`src/rtl/cu_pkg.sv`:
```
`default_nettype none
// ============================================================================
// Module : cu_pkg
// Brief  : Shared opcodes, control enums and the control bundle type.
// Rev    : 1.0
// ============================================================================
package cu_pkg;

  localparam logic [6:0] OP_R      = 7'b0110011;
  localparam logic [6:0] OP_IALU   = 7'b0010011;
  localparam logic [6:0] OP_LOAD   = 7'b0000011;
  localparam logic [6:0] OP_STORE  = 7'b0100011;
  localparam logic [6:0] OP_BRANCH = 7'b1100011;
  localparam logic [6:0] OP_JAL    = 7'b1101111;
  localparam logic [6:0] OP_JALR   = 7'b1100111;
  localparam logic [6:0] OP_LUI    = 7'b0110111;
  localparam logic [6:0] OP_AUIPC  = 7'b0010111;

  typedef enum logic [3:0] {
    ALU_ADD  = 4'd0, ALU_SUB = 4'd1, ALU_AND = 4'd2, ALU_OR  = 4'd3,
    ALU_XOR  = 4'd4, ALU_SLT = 4'd5, ALU_SLTU = 4'd6, ALU_SLL = 4'd7,
    ALU_SRL  = 4'd8, ALU_SRA = 4'd9
  } alu_op_e;

  typedef enum logic [2:0] {
    IMM_I = 3'd0, IMM_S = 3'd1, IMM_B = 3'd2, IMM_U = 3'd3, IMM_J = 3'd4
  } imm_src_e;

  typedef enum logic [1:0] {
    RES_ALU = 2'd0, RES_MEM = 2'd1, RES_PC4 = 2'd2
  } result_src_e;

  typedef struct packed {
    logic        RegWrite;
    logic        MemWrite;
    logic        MemRead;
    logic        ALUsrc;
    alu_op_e     ALUctrl;
    result_src_e ResultSrc;
    logic        Branch;
    logic        Jump;
    logic        JumpReg;
    logic [2:0]  funct3;
    logic [4:0]  rd;
    logic        illegal;
  } ctrl_t;

  localparam ctrl_t CTRL_BUBBLE = '0;

  // SUB exists only for register-register ops; SRA is selected by funct7[5] on either form
  function automatic alu_op_e alu_op(input logic [2:0] f3, input logic f7b5, input logic is_r);
    alu_op_e op;
    case (f3)
      3'b000:  if (is_r && f7b5) op = ALU_SUB; else op = ALU_ADD;
      3'b001:  op = ALU_SLL;
      3'b010:  op = ALU_SLT;
      3'b011:  op = ALU_SLTU;
      3'b100:  op = ALU_XOR;
      3'b101:  if (f7b5) op = ALU_SRA; else op = ALU_SRL;
      3'b110:  op = ALU_OR;
      default: op = ALU_AND;
    endcase
    return op;
  endfunction

endpackage
`default_nettype wire

```
`src/rtl/ctrl_decode.sv`:
```
`default_nettype none
// ============================================================================
// Module : ctrl_decode
// Brief  : Combinational RV32I decode of one instruction into a control bundle.
// Rev    : 1.0
// ============================================================================
module ctrl_decode
  import cu_pkg::*;
(
  input  logic [31:0] instr_i,
  output ctrl_t       ctrl_o,
  output imm_src_e    imm_src_o
);

  logic [6:0] w_opcode;
  logic [2:0] w_funct3;
  logic [4:0] w_rd;
  logic       w_f7b5;
  logic       w_unused_instr;

  assign w_opcode       = instr_i[6:0];
  assign w_rd           = instr_i[11:7];
  assign w_funct3       = instr_i[14:12];
  assign w_f7b5         = instr_i[30];
  assign w_unused_instr = ^{instr_i[31], instr_i[29:15]};

  always_comb begin
    ctrl_o        = CTRL_BUBBLE;
    ctrl_o.funct3 = w_funct3;
    imm_src_o     = IMM_I;
    case (w_opcode)
      OP_R: begin
        ctrl_o.RegWrite = 1'b1;
        ctrl_o.ALUctrl  = alu_op(w_funct3, w_f7b5, 1'b1);
        ctrl_o.rd       = w_rd;
      end
      OP_IALU: begin
        ctrl_o.RegWrite = 1'b1;
        ctrl_o.ALUsrc   = 1'b1;
        ctrl_o.ALUctrl  = alu_op(w_funct3, w_f7b5, 1'b0);
        ctrl_o.rd       = w_rd;
      end
      OP_LOAD: begin
        ctrl_o.RegWrite  = 1'b1;
        ctrl_o.MemRead   = 1'b1;
        ctrl_o.ALUsrc    = 1'b1;
        ctrl_o.ResultSrc = RES_MEM;
        ctrl_o.rd        = w_rd;
      end
      OP_STORE: begin
        ctrl_o.MemWrite = 1'b1;
        ctrl_o.ALUsrc   = 1'b1;
        imm_src_o       = IMM_S;
      end
      OP_BRANCH: begin
        ctrl_o.Branch  = 1'b1;
        ctrl_o.ALUctrl = ALU_SUB;
        ctrl_o.illegal = (w_funct3 == 3'b010) || (w_funct3 == 3'b011);
        imm_src_o      = IMM_B;
      end
      OP_JAL: begin
        ctrl_o.RegWrite  = 1'b1;
        ctrl_o.Jump      = 1'b1;
        ctrl_o.ResultSrc = RES_PC4;
        ctrl_o.rd        = w_rd;
        imm_src_o        = IMM_J;
      end
      OP_JALR: begin
        ctrl_o.RegWrite  = 1'b1;
        ctrl_o.Jump      = 1'b1;
        ctrl_o.JumpReg   = 1'b1;
        ctrl_o.ALUsrc    = 1'b1;
        ctrl_o.ResultSrc = RES_PC4;
        ctrl_o.rd        = w_rd;
      end
      OP_LUI, OP_AUIPC: begin
        ctrl_o.RegWrite = 1'b1;
        ctrl_o.ALUsrc   = 1'b1;
        ctrl_o.rd       = w_rd;
        imm_src_o       = IMM_U;
      end
      default: ctrl_o.illegal = 1'b1;
    endcase
    // Writes to x0 are dropped here so later stages never see a live x0 write
    if (ctrl_o.rd == 5'd0) ctrl_o.RegWrite = 1'b0;
  end

endmodule
`default_nettype wire

```
`src/rtl/cu_pipe.sv`:
```
`default_nettype none
// ============================================================================
// Module : cu_pipe
// Brief  : Pipelined RV32I control unit: ID decode, ID/EX-EX/MEM-MEM/WB bundles,
//          EX branch resolution and bubble insertion on stall/flush.
// Rev    : 1.0
// ============================================================================
module cu_pipe
  import cu_pkg::*;
#(
  parameter int ALUCTRL_W = 4,
  parameter int IMMSRC_W  = 3,
  parameter int RD_W      = 5
) (
  input  logic                 clk,
  input  logic                 rst,
  input  logic [31:0]          instr_id,
  input  logic                 valid_id,
  input  logic                 stall,
  input  logic                 eq_ex,
  input  logic                 lt_ex,
  input  logic                 ltu_ex,
  output logic [IMMSRC_W-1:0]  ImmSrc_id,
  output logic [ALUCTRL_W-1:0] ALUctrl_ex,
  output logic                 ALUsrc_ex,
  output logic                 MemRead_ex,
  output logic [RD_W-1:0]      rd_ex,
  output logic                 PCsrc_ex,
  output logic                 TargetSrc_ex,
  output logic                 flush,
  output logic                 illegal_ex,
  output logic                 MemWrite_mem,
  output logic [RD_W-1:0]      rd_mem,
  output logic                 RegWrite_mem,
  output logic                 RegWrite_wb,
  output logic [1:0]           ResultSrc_wb,
  output logic [RD_W-1:0]      rd_wb
);

  ctrl_t    w_dec;
  imm_src_e w_imm;
  ctrl_t    ex_d, ex_q, mem_q, wb_q;
  logic     w_br_cond;
  logic     w_unused_wb;

  ctrl_decode u_decode (
    .instr_i   (instr_id),
    .ctrl_o    (w_dec),
    .imm_src_o (w_imm)
  );

  always_comb begin
    case (ex_q.funct3)
      3'b000:  w_br_cond = eq_ex;
      3'b001:  w_br_cond = ~eq_ex;
      3'b100:  w_br_cond = lt_ex;
      3'b101:  w_br_cond = ~lt_ex;
      3'b110:  w_br_cond = ltu_ex;
      3'b111:  w_br_cond = ~ltu_ex;
      default: w_br_cond = 1'b0;
    endcase
  end

  assign PCsrc_ex = ex_q.Jump | (ex_q.Branch & w_br_cond);
  assign flush    = PCsrc_ex;

  // Stall and flush both collapse to a single bubble into ID/EX
  always_comb begin
    ex_d = w_dec;
    if (stall || PCsrc_ex || !valid_id) ex_d = CTRL_BUBBLE;
  end

  always_ff @(posedge clk or posedge rst) begin
    if (rst) begin
      ex_q  <= CTRL_BUBBLE;
      mem_q <= CTRL_BUBBLE;
      wb_q  <= CTRL_BUBBLE;
    end else begin
      ex_q  <= ex_d;
      mem_q <= ex_q;
      wb_q  <= mem_q;
    end
  end

  assign ImmSrc_id    = IMMSRC_W'(w_imm);
  assign ALUctrl_ex   = ALUCTRL_W'(ex_q.ALUctrl);
  assign ALUsrc_ex    = ex_q.ALUsrc;
  assign MemRead_ex   = ex_q.MemRead;
  assign rd_ex        = RD_W'(ex_q.rd);
  assign TargetSrc_ex = ex_q.JumpReg;
  assign illegal_ex   = ex_q.illegal;
  assign MemWrite_mem = mem_q.MemWrite;
  assign rd_mem       = RD_W'(mem_q.rd);
  assign RegWrite_mem = mem_q.RegWrite;
  assign RegWrite_wb  = wb_q.RegWrite;
  assign ResultSrc_wb = wb_q.ResultSrc;
  assign rd_wb        = RD_W'(wb_q.rd);
  assign w_unused_wb  = ^wb_q;

endmodule
`default_nettype wire

```
`config.mk`:
```
export PLATFORM = sky130hd
export DESIGN_NAME = cu_pipe
export DESIGN_NICKNAME = d
export VERILOG_FILES = /design/src/rtl/cu_pkg.sv /design/src/rtl/ctrl_decode.sv /design/src/rtl/cu_pipe.sv
export SDC_FILE = /design/constraint.sdc
export NUM_CORES = 1
export LEC_CHECK = 0
export CORE_ASPECT_RATIO = 1.5
export CORE_MARGIN = 2
export CORE_UTILIZATION = 43
export CTS_CLUSTER_DIAMETER = 80
export CTS_CLUSTER_SIZE = 25
export DETAILED_ROUTE_END_ITERATION = 10
export HOLD_SLACK_MARGIN = 0.03
export PLACE_DENSITY = 0.91
export SLEW_MARGIN = 30
export SYNTH_ARGS = -nofsm -noshare
export SYNTH_HDL_FRONTEND = slang
export SYNTH_SLANG_ARGS = --single-unit
```
`constraint.sdc`:
```
create_clock -name clk -period 7.1 [get_ports clk]
set_clock_uncertainty 0.1 [all_clocks]
set_input_delay 1.775 -clock clk [delete_from_list [all_inputs] [get_ports clk]]
set_output_delay 1.775 -clock clk [all_outputs]
set_load 0.01 [all_outputs]
```
Yosys cells after proc, flatten, opt, wreduce, memory -nomap -nowiden
Cells that the tools add are included.
{"block": "classes", "n_addsub": 0, "multipliers": 0, "n_div": 0, "n_lt_le_gt_ge": 0, "eq_ne": 20, "n_shift": 0, "mux": 19, "bitwise": 5, "reduce_logical": 12}
{"operator": "one-hot mux 4 bit (7 select lines)", "count": 2}
{"operator": "2-to-1 mux 22 bit", "count": 1}
{"operator": "equality test 3 bit (second input constant)", "count": 7}
{"operator": "equality test 7 x 6 -> 1 bit (second input constant)", "count": 3}
{"operator": "equality test 7 bit (second input constant)", "count": 3}
{"operator": "equality test 7 x 5 -> 1 bit (second input constant)", "count": 2}
{"operator": "one-hot mux 3 bit (4 select lines)", "count": 1}
{"operator": "one-hot mux 4 bit (3 select lines)", "count": 1}
{"operator": "2-to-1 mux 1 bit", "count": 10}
{"operator": "OR reduction 8 bit", "count": 1}
{"operator": "equality test 7 x 2 -> 1 bit (second input constant)", "count": 1}
{"operator": "OR reduction 7 bit", "count": 1}
{"operator": "equality test 3 x 1 -> 1 bit (second input constant)", "count": 2}
{"operator": "equality test 3 x 2 -> 1 bit (second input constant)", "count": 2}
{"operator": "zero test 3 bit", "count": 2}
{"operator": "one-hot mux 1 bit (6 select lines)", "count": 1}
{"operator": "OR reduction 6 bit", "count": 1}
{"operator": "zero test 5 bit", "count": 1}
{"operator": "2-to-1 mux 5 bit", "count": 1}
{"operator": "one-hot mux 2 bit (2 select lines)", "count": 1}
{"operator": "OR reduction 2 bit", "count": 2}
{"operator": "logical OR 1 bit", "count": 3}
{"operator": "NOT 1 bit", "count": 3}
{"operator": "one-hot mux 1 bit (2 select lines)", "count": 1}
{"operator": "other kinds (3)", "count": 3}
{"block": "totals", "reg_bits": 39, "latch_bits": 0, "mem_bits_rw": 0, "mem_bits_ro": 0, "inputBits": 39, "out_inout_bits": 33, "word_cells": 75, "n_memories": 0}

Logic depth before layout (Yosys ltp)
Gate-level depths: netlist (run 1).
{"block": "depth", "ltp_word": 7, "ltp_mapped": 5, "ltp_nobuf": 4}

By module
From an unflattened synthesis (run 1), not the netlist that was laid out.
{"block": "hier_totals", "hier_cells": 175, "area_unflattened_um2": 1845.5}
{"module": "cu_pipe", "instances": 1, "cells_each": 116, "area_per_inst_um2": 1430.1, "seq_area_each_um2": 975.9}
{"module": "ctrl_decode", "instances": 1, "cells_each": 59, "area_per_inst_um2": 415.4, "seq_area_each_um2": 0.0}

Least setup slack after synthesis (run 1)
OpenSTA, ideal clock, no wires.
{"block": "synth_timing", "kind": "input port to output port", "start": "input port lt_ex", "end": "output port flush", "arrival_time_ns": 3.009, "t_required_ns": 5.225, "slack_ns": 2.216, "path_stages": 4, "n_path_buf": 1, "path_cell_list": "mux2i_1 > mux2_4 > or3_2 > buf_4"}
{"block": "synth_via", "elab_chain_len": 4}
{"element": "start: declaration", "line_no": "cu_pipe.sv:21", "source": "input logic lt_ex,"}
{"element": "NOT 1 bit", "line_no": "cu_pipe.sv:57", "source": "3'b101: w_br_cond = ~lt_ex;"}
{"element": "one-hot mux 1 bit (6 select lines) (*)", "line_no": "cu_pipe.sv:53", "source": "case (ex_q.funct3)"}
{"element": "AND 1 bit (*)", "line_no": "cu_pipe.sv:64", "source": "assign PCsrc_ex = ex_q.Jump | (ex_q.Branch & w_br_cond);"}
{"element": "OR 1 bit (*)", "line_no": "cu_pipe.sv:64"}
{"element": "end: declaration", "line_no": "cu_pipe.sv:30", "source": "output logic flush,"}
Mark *: on every way between the ends. The rest lies on a longest branch, timed or not.

Worst setup path after layout (run 1)
Ends and elaborated chain as after synthesis.

==> results of run 1 <==
-- final timing paths --
path                       startpoint           end  slack [ns]  cells past startpoint
hold / removal               ex_q[20]  MemWrite_mem        0.25                      0
setup / recovery                lt_ex         flush        1.43                      5
min in group asynchronous         rst     ALUsrc_ex        1.80                      3
hold reg to reg              ex_q[20]  MemWrite_mem        0.25                      0
max in group asynchronous         rst     rd_mem[1]        4.78                      3
setup reg to reg              ex_q[8]      rd_ex[2]        5.18                      4
-- layout by cell type (no fill, tap or decap), types with 2 or more instances in the layout --
cell type | synthesis | routed
dfrtp_1 | 38 | 38
nor3b_1 | 2 | 2
nor4_1 | 4 | 4
o21ai_0 | 4 | 4
inv_1 | 2 | 2
nand3_1 | 3 | 3
a21oi_1 | 9 | 9
nand2b_1 | 2 | 2
and2_1 | 5 | 5
nor2_1 | 9 | 9
and3b_1 | 2 | 2
clkbuf_8 | 0 | 6
o21a_1 | 2 | 2
nand2_1 | 3 | 3
mux2i_1 | 3 | 3
nor3_1 | 8 | 8
and3_1 | 3 | 3
clkdlybuf4s50_1 | 0 | 55
-- area by class of cell --
class	instances	area, um2
inverter	2	7.51
fill	280	1300
tap	42	52.6
multi-input combinational	71	453
clock buffer	6	82.6
clock inverter	2	12.5
sequential	38	951
timing repair buffer	56	558
-- flip-flops by register name, summed over array words and instances (netlist names) --
signal and flops:
ALUsrc_ex 1, MemWrite_mem 1, ResultSrc_wb 2, rd_mem 5, mem_q 2, RegWrite_mem 1, rd_ex 5, ALUctrl_ex 4
rd_wb 5, RegWrite_wb 1, illegal_ex 1, TargetSrc_ex 1, ex_q 9
-- power breakdown --
part	total [W]	internal, W	switching (W)
clock	0.000147	0.0000778	0.0000690
sequential	0.000219	0.000218	0.00000101
combinational	0.0000380	0.0000189	0.0000190
total	0.000404	0.000315	0.0000890
-- Yosys cell counts (2+ instances only) --
master    number  area share [%]
dfrtp_1       38              62
buf_4         15             7.3
a21oi_1        9             2.9
nor2_1         9             2.2
nor3_1         8             2.6
and2_1         5             2.0
nor4_1         4             1.6
o21ai_0        4             1.3
and3_1         3             1.2
mux2i_1        3             2.0
nand2_1        3            0.73
nand3_1        3            0.98
and3b_1        2             1.1
clkbuf_1       2            0.49
inv_1          2            0.49
nand2b_1       2            0.81
nor3b_1        2            0.98
o21a_1         2            0.98
-- layer usage --
metal,vias to the layer above,wire length [um],GRT usage [%]
met4,0,125,11.8
met5,-,0,0
met1,542,1050,18.1
li1,520,-,-
met2,66,1580,28.2
met3,11,241,3.50
-- through the flow --
| stage | instance area, um2 | util, % | setup slack, ns | total power, W | hold slack (ns) |
|---|---|---|---|---|---|
| 6_report | 2120 | 62.0 | 1.43 | 0.000404 | 0.248 |
| 5_1_grt | 2120 | 62.0 | 1.37 | 0.000425 | 0.258 |
| 4_1_cts | 2120 | 62.0 | 1.43 | 0.000410 | 0.252 |
| 3_5_place_dp | 2020 | 59.2 | 1.43 | 0.000261 | 0.235 |
| 3_3_place_gp | 2020 | 59.2 | 1.46 | 0.000260 | 0.233 |
| 2_1_floorplan | 1540 | - | 2.22 | 0.000241 | 0.231 |
-- cells by family after synthesis --
kind of cell | share of synthesized area [%]
multiplexers | 2.93
AND/OR/NAND/NOR | 17.3
AO/OA/AOI/OAI | 8.06
buffers and inverters | 8.63
flip-flops | 61.9
XOR/XNOR | 1.14
-- worst register-to-register path, cell delays in order, from the launching register on --
cell and delay, ns:
dfrtp_1 0.39, mux2i_1 0.36, mux2_4 0.36, a2111oi_4 0.44
and2_1 0.20
==> reports/metrics.yaml, run 1 <==
sta:
  fin_crit_ns: 5.67
  slew_violations: 0
  finalSetupViolCount: 0
  fin_crit_sh_pct: 79.9
  grt_setup_unrepaired: "false"
  slew_headroom_pct: 69.9
  tightest_slew_ns: 0.452
  setup_tns_ns: 0
  finalHoldViolations: 0
  max_freq_ghz: 0.176
setup_path:
  crit_chain: "clkdlybuf4s50_1, mux2i_1, mux2_4, or3_2, clkdlybuf4s50_1"
  worstPathArrival_ns: 3.80
  cp_slowest_cell: "clkdlybuf4s50_1"
  path_buf_inv: 2
  path_class: "input pin to output pin"
  path_max_fanout: 2
  path_delay_family: "buffers and inverters"
  worstPathRequired_ns: 5.22
  cp-start-kind: "input pin"
  slowest_delay_ns: 0.50
  timing.critical_path.mode_cell: "clkdlybuf4s50_1"
  critPathCaptureType: "output pin"
die:
  dieArea_um2: 4080
  pin_count: 72
  fp.dieH_um: 77.2
  die-width_um: 52.8
  initial_utilization_pct: 45.0
  fp.coreArea_um2: 3420
  fp-row-count: 26
placed_design:
  placedCellCount: 209
  gp_congestion: 0.792
  dpl.hpwl_um: 2360
  io_buffers: 55
logic_synthesis:
  ys.flop_type: "dfrtp_1"
  ys_seq_area_share_pct: 61.9
  synthArstFlopShare_pct: 100
  synthCells: 129
  ys_seq_elements: 38
  yosysWarnings: 0
  synthDistinctLibCells: 31
  synth.avg_cell_area_um2: 11.9
  syn-num-nets: 168
  syn_area_um2: 1540
  synth_edf_count: 0
detailed_routing:
  wl_per_cell_um: 13.8
  vias_per_cell: 5.25
  drt_wl_total_um: 3000
  route.detailed.drc: 0
  first_pass_iters: 4
  vias: 1139
  ant_nets: 0
  drt_iter0_markers: 29
power:
  power-per-cell-area_nw_per_um2: 191
  leakagePower_nw: 0.938
  peakVddDrop_uv: 126
job:
  maxCapViolCount: 0
finish:
  fin_nets: 213
  syn_to_final_growth_pct: 37.8
  diodes: 0
  drive_gt1_share_pct: 6.86
  finalNonFillerCells: 217
global_route:
  globalRouteTotalUtil_pct: 16.9
  overflow: 0
  grt_pass1_vias: 1108
  grt_pass1_wl_um: 4950
  grt_max_degree: 39
  antenna_found_initial: 0
clock_network:
  cts.clk_slew.worst_paths_ns: 0.07
  cts_hold_buf: 0
  cts_tree: "built"
  cts_buffer_depth: 2
  cts_buffers: 5
  root_buffer: "clkbuf_8"
  ctsResizeCount: 0
  postCtsSetupRepairBufs: 0
  clock_latency_ns: 0.28
  clock-sinks: 38
  htreeDepth: 2
min_path:
  hold_path_class: "register to register"
status:
  status: "completed"
Power figures use the tool's default switching activity.
==> run 2: changes to the inputs <==
--- a/config.mk
+++ b/config.mk
@@ -7,12 +7,12 @@
 export LEC_CHECK = 0
 export CORE_ASPECT_RATIO = 1.5
 export CORE_MARGIN = 2
-export CORE_UTILIZATION = 43
+export CORE_UTILIZATION = 36
 export CTS_CLUSTER_DIAMETER = 80
 export CTS_CLUSTER_SIZE = 25
 export DETAILED_ROUTE_END_ITERATION = 10
 export HOLD_SLACK_MARGIN = 0.03
-export PLACE_DENSITY = 0.91
+export PLACE_DENSITY = 0.82
 export SLEW_MARGIN = 30
 export SYNTH_ARGS = -nofsm -noshare
 export SYNTH_HDL_FRONTEND = slang
==> constraint.sdc (replaced) <==
create_clock -name clk -period 5 [get_ports clk]
set_clock_uncertainty 0.1 [all_clocks]
set_input_delay 1.25 -clock clk [delete_from_list [all_inputs] [get_ports clk]]
set_output_delay 1.25 -clock clk [all_outputs]
set_load 0.01 [all_outputs]
==> reports/metrics.yaml, run 2 (same netlist as run 1, synthesis figures left out) <==
power:
  power-per-cell-area_nw_per_um2: 271
  leakagePower_nw: 0.938
  peakVddDrop_uv: 187
placed_design:
  dp_slack_ns: 0.428
  gp_congestion: 0.738
  placedCellCount: 213
  placed_area_um2: 2030
  dpl.hpwl_um: 2260
  io_buffers: 55
setup_path:
  path_max_fanout: 2
  cp-start-kind: "input pin"
  worstPathArrival_ns: 3.21
  worstPathRequired_ns: 3.65
  critPathCaptureType: "output pin"
  path_class: "input pin to output pin"
sta:
  max_freq_ghz: 0.219
  finalSetupViolCount: 0
  slew_violations: 0
  setup_tns_ns: 0
  tightest_slew_ns: 0.448
  finalHoldViolations: 0
  worst_slack_ns: 0.444
  slew_headroom_pct: 69.8
  grt_setup_unrepaired: "false"
  fin_crit_ns: 4.56
  fin_crit_sh_pct: 91.1
detailed_routing:
  vias_per_cell: 4.78
  vias: 1057
  ant_nets: 0
  first_pass_iters: 4
  drt_wl_total_um: 2920
  route.detailed.drc: 0
  wl_per_cell_um: 13.2
  drt_iter0_markers: 16
clock_network:
  postCtsSetupRepairBufs: 0
  cts.clk_slew.worst_paths_ns: 0.07
  root_buffer: "clkbuf_8"
  clock-sinks: 38
  cts_tree: "built"
  ctsResizeCount: 0
  cts_buffer_depth: 2
  htreeDepth: 2
  cts_hold_buf: 0
  clock_latency_ns: 0.28
  cts_buffers: 5
global_route:
  grt_pass1_vias: 1020
  antenna_found_initial: 0
  grt_pass1_wl_um: 4840
  overflow: 0
  grt_max_degree: 39
  globalRouteTotalUtil_pct: 13.2
die:
  fp.coreArea_um2: 4170
  initial_utilization_pct: 36.8
  pin_count: 72
  die-width_um: 57.3
  fp.dieH_um: 84.0
  dieArea_um2: 4820
  fp-row-count: 29
finish:
  layout_commonest_cell: "clkdlybuf4s50_1"
  fin_nets: 213
  largest_reg_flops: 9
  syn_to_final_growth_pct: 38.1
  regMostFlops: "ex_q"
  layout_common_cells: "clkdlybuf4s50_1, dfrtp_1, nor2_1, a21oi_1, nor3_1"
  drive_gt1_share_pct: 6.86
  finalNonFillerCells: 221
  stdcell_area_um2: 2120
  diodes: 0
  fill_cells: 354
  multi_input_area_um2: 453
  final_util_pct: 50.9
  regArea_um2: 951
job:
  maxCapViolCount: 0
status:
  status: "completed"
min_path:
  hold_path_class: "register to register"
[run 2: power by group]
part	switching (W)	internal, W	total [W]	leakage [nW]
Clock	0.000101	0.000111	0.000211	0.0472
Combinational	0.0000261	0.0000269	0.0000530	0.363
Sequential	0.00000138	0.000310	0.000311	0.528
Total	0.000128	0.000447	0.000575	0.938
[run 2: final cells by class]
| cell class | instances | area share [%] |
|---|---|---|
| Clock buffer | 6 | 3.89 |
| Timing Repair Buffer | 56 | 26.3 |
| Sequential cell | 38 | 44.8 |
| Multi-Input combinational cell | 71 | 21.3 |
| Clock inverter | 2 | 0.590 |
| Inverter | 2 | 0.354 |
| Tap cell | 46 | 2.71 |
[run 2: critical path, cell delays in order]
cell	delay, ns
clkdlybuf4s50_1	0.40
mux2i_1	0.25
mux2_4	0.36
or3_2	0.46
clkdlybuf4s50_1	0.49
[run 2: path summary, 6_finish.rpt]
path | startpoint | endpoint | slack, ns | depth (start not counted)
max in group asynchronous | rst | rd_wb[3] | 3.22 | 3
min in group asynchronous | rst | mem_q[12] | 1.27 | 3
hold / removal | mem_q[13] | ResultSrc_wb[1] | 0.25 | 0
hold reg to reg | mem_q[13] | ResultSrc_wb[1] | 0.25 | 0
setup / recovery | lt_ex | flush | 0.44 | 5
setup reg to reg | ex_q[8] | rd_ex[4] | 3.21 | 4
[run 2: stage by stage]
stage               hold slack, ns  total power, W
global route                 0.261        0.000602
floorplan                    0.231        0.000342
detailed placement           0.236        0.000371
CTS                          0.252        0.000584
global placement             0.232        0.000370
finish                       0.248        0.000575
[run 2: per-layer routing]
metal  GRT usage [%]  share of wire [%]  wire, um
met1            13.8                 37      1060
met2            23.6                 56      1650
met3            2.95                4.1       119
met4            7.19                2.9        85
met5               0                  0         0
==> run 3: changes to the inputs <==
--- a/config.mk
+++ b/config.mk
@@ -6,14 +6,15 @@
 export NUM_CORES = 1
 export LEC_CHECK = 0
 export CORE_ASPECT_RATIO = 1.5
-export CORE_MARGIN = 2
-export CORE_UTILIZATION = 36
+export CORE_MARGIN = 3
+export CORE_UTILIZATION = 43
 export CTS_CLUSTER_DIAMETER = 80
 export CTS_CLUSTER_SIZE = 25
 export DETAILED_ROUTE_END_ITERATION = 10
 export HOLD_SLACK_MARGIN = 0.03
-export PLACE_DENSITY = 0.82
+export PLACE_DENSITY = 0.87
 export SLEW_MARGIN = 30
 export SYNTH_ARGS = -nofsm -noshare
 export SYNTH_HDL_FRONTEND = slang
+export SYNTH_HIERARCHICAL = 1
 export SYNTH_SLANG_ARGS = --single-unit
==> constraint.sdc (replaced) <==
create_clock -name clk -period 5.1 [get_ports clk]
set_clock_uncertainty 0.1 [all_clocks]
set_input_delay 1.275 -clock clk [delete_from_list [all_inputs] [get_ports clk]]
set_output_delay 1.275 -clock clk [all_outputs]
set_load 0.01 [all_outputs]
==> reports/metrics.yaml, run 3 <==
status:
  status: "completed"
detailed_routing:
  vias_per_cell: 5.32
  first_pass_iters: 4
  drt_iter0_markers: 32
  route.detailed.drc: 0
  vias: 1362
  wl_per_cell_um: 13.6
  drt_wl_total_um: 3490
  ant_nets: 0
setup_path:
  worstPathArrival_ns: 3.14
  slowest_delay_ns: 0.74
  path_buf_inv: 2
  path_max_fanout: 9
  timing.critical_path.mode_cell: "clkdlybuf4s50_1"
  cp-start-kind: "input pin"
  critPathCaptureType: "output pin"
  path_delay_family: "buffers and inverters"
  worstPathRequired_ns: 3.72
  path_class: "input pin to output pin"
  cp_slowest_cell: "clkdlybuf4s50_1"
  crit_chain: "clkdlybuf4s50_1, nand3b_4, nor3_4, and2_1, clkdlybuf4s50_1"
  rrSetupSlack_ns: 3.52
logic_synthesis:
  synthTopCellsByArea: "dfrtp_1, buf_4, nor3_1"
  synth_top_family_by_area: "simple AND/OR/NAND/NOR gates"
  synth.avg_cell_area_um2: 10.5
  yosys-mux-area-fraction_pct: 2.44
  ys_seq_area_share_pct: 52.9
  yosys.area_share.simple_pct: 28.9
  ys.flop_type: "dfrtp_1"
  yosys.area.top_type: "dfrtp_1"
  synth_common_cells: "dfrtp_1, nor3_1, nand3_1, buf_4, nor2_1"
  synth-compound-area-share_pct: 3.25
  synth_edf_count: 0
  ys_seq_elements: 39
  synth_xor_area_share_pct: 0.949
  synthArstFlopShare_pct: 100
  synth_top_cell_area_share_pct: 52.9
  yosysWarnings: 6
  synthDistinctLibCells: 32
  syn-num-nets: 214
  synth_adder_area_share_pct: 0
  syn_area_um2: 1850
  synth_most_common_cell: "dfrtp_1"
  synthCells: 175
sta:
  finalHoldViolations: 0
  setup_tns_ns: 0
  slew_violations: 0
  tightest_slew_ns: 0.777
  fin_crit_sh_pct: 88.5
  grt_setup_unrepaired: "false"
  slew_headroom_pct: 48.1
  max_freq_ghz: 0.221
  finalSetupViolCount: 0
  fin_crit_ns: 4.52
clock_network:
  cts.clk_slew.worst_paths_ns: 0.07
  postCtsSetupRepairBufs: 0
  cts_tree: "built"
  ctsResizeCount: 0
  clock-sinks: 39
  cts_buffer_depth: 2
  clock_latency_ns: 0.29
  cts_buffers: 5
  cts_hold_buf: 0
  root_buffer: "clkbuf_8"
  htreeDepth: 2
global_route:
  grt_pass1_wl_um: 5960
  grt_pass1_vias: 1300
  antenna_found_initial: 0
  overflow: 0
  grt_max_degree: 40
  globalRouteTotalUtil_pct: 15.5
finish:
  syn_to_final_growth_pct: 27.8
  regMostFlops: "ex_q"
  layout_commonest_cell: "clkdlybuf4s50_1"
  largest_reg_flops: 9
  layout_common_cells: "clkdlybuf4s50_1, dfrtp_1, nor3_1"
  diodes: 0
  stdcell_area_um2: 2360
  finalNonFillerCells: 256
  fill_cells: 346
  drive_gt1_share_pct: 10.4
  fin_nets: 250
die:
  die-width_um: 59.5
  pin_count: 72
  dieArea_um2: 5130
  initial_utilization_pct: 45.8
  fp.dieH_um: 86.2
  fp-row-count: 28
  fp.coreArea_um2: 4030
power:
  leakagePower_nw: 1.03
  peakVddDrop_uv: 263
  power-per-cell-area_nw_per_um2: 245
job:
  maxCapViolCount: 0
placed_design:
  io_buffers: 55
  dpl.hpwl_um: 2570
  placedCellCount: 249
  placed_area_um2: 2270
  gp_congestion: 0.907
min_path:
  hold_path_class: "register to register"
## run 3: cell types whose count changed in the layout (fill, tap and decap cells not counted), moves of 3 or more
cell	previous run	this run
nand3_1	3	24
nor3_1	8	27
nor2b_1	1	6
a21oi_1	9	5
and2_1	5	1
and3_1	3	0
## run 3: cell families (layout without fill, tap and decap cells)
kind of cell    Yosys count  count (layout)
buf+inv                  31              67
flops                    39              39
simple gates             90              90
compound gates            9               9
xor+xnor                  2               2
mux                       4               4
## run 3: path summary, 6_finish.rpt
check / startpoint / endpoint / cells past startpoint
setup / recovery: instr_id[6] / ImmSrc_id[2] / 5
hold / removal: ex_q[12] / mem_q[12] / 0
setup reg to reg: ex_q[6] / rd_ex[1] / 4
hold reg to reg: ex_q[12] / mem_q[12] / 0
max in group asynchronous: rst / rd_wb[2] / 3
min in group asynchronous: rst / ResultSrc_wb[0] / 3
## run 3: per-stage QoR
stage | worst slack [ns] | hold slack [ns] | utilization, % | total power [W]
after floorplan | 1.56 | 0.231 | - | 0.000353
after global placement | 0.604 | 0.233 | 56.3 | 0.000378
after detailed placement | 0.582 | 0.235 | 56.4 | 0.000380
after CTS | 0.573 | 0.250 | 58.5 | 0.000586
after global routing | 0.476 | 0.262 | 58.5 | 0.000604
final | 0.584 | 0.249 | 58.5 | 0.000578
## run 3: area by class of cell
cell class,instances,area [um2],area share [%]
Multi-Input combinational cell,105,658,27.9
Sequential cell,39,976,41.4
Inverter,2,7.51,0.318
Clock inverter,1,5.00,0.212
Timing Repair Buffer,58,573,24.3
Tap cell,45,56.3,2.39
Clock buffer,6,82.6,3.50
## run 3: report_power, final
| part | switching, W | internal (W) |
|---|---|---|
| clock network | 0.0000983 | 0.000106 |
| registers | 0.00000128 | 0.000312 |
| logic | 0.0000313 | 0.0000289 |
| total | 0.000131 | 0.000447 |
## run 3: per-layer routing
metal / part of all wire, % / track usage [%]
met5: 0 / 0
met3: 7.5 / 4.47
met1: 37 / 17.8
met4: 2.3 / 7.66
met2: 53 / 25.9
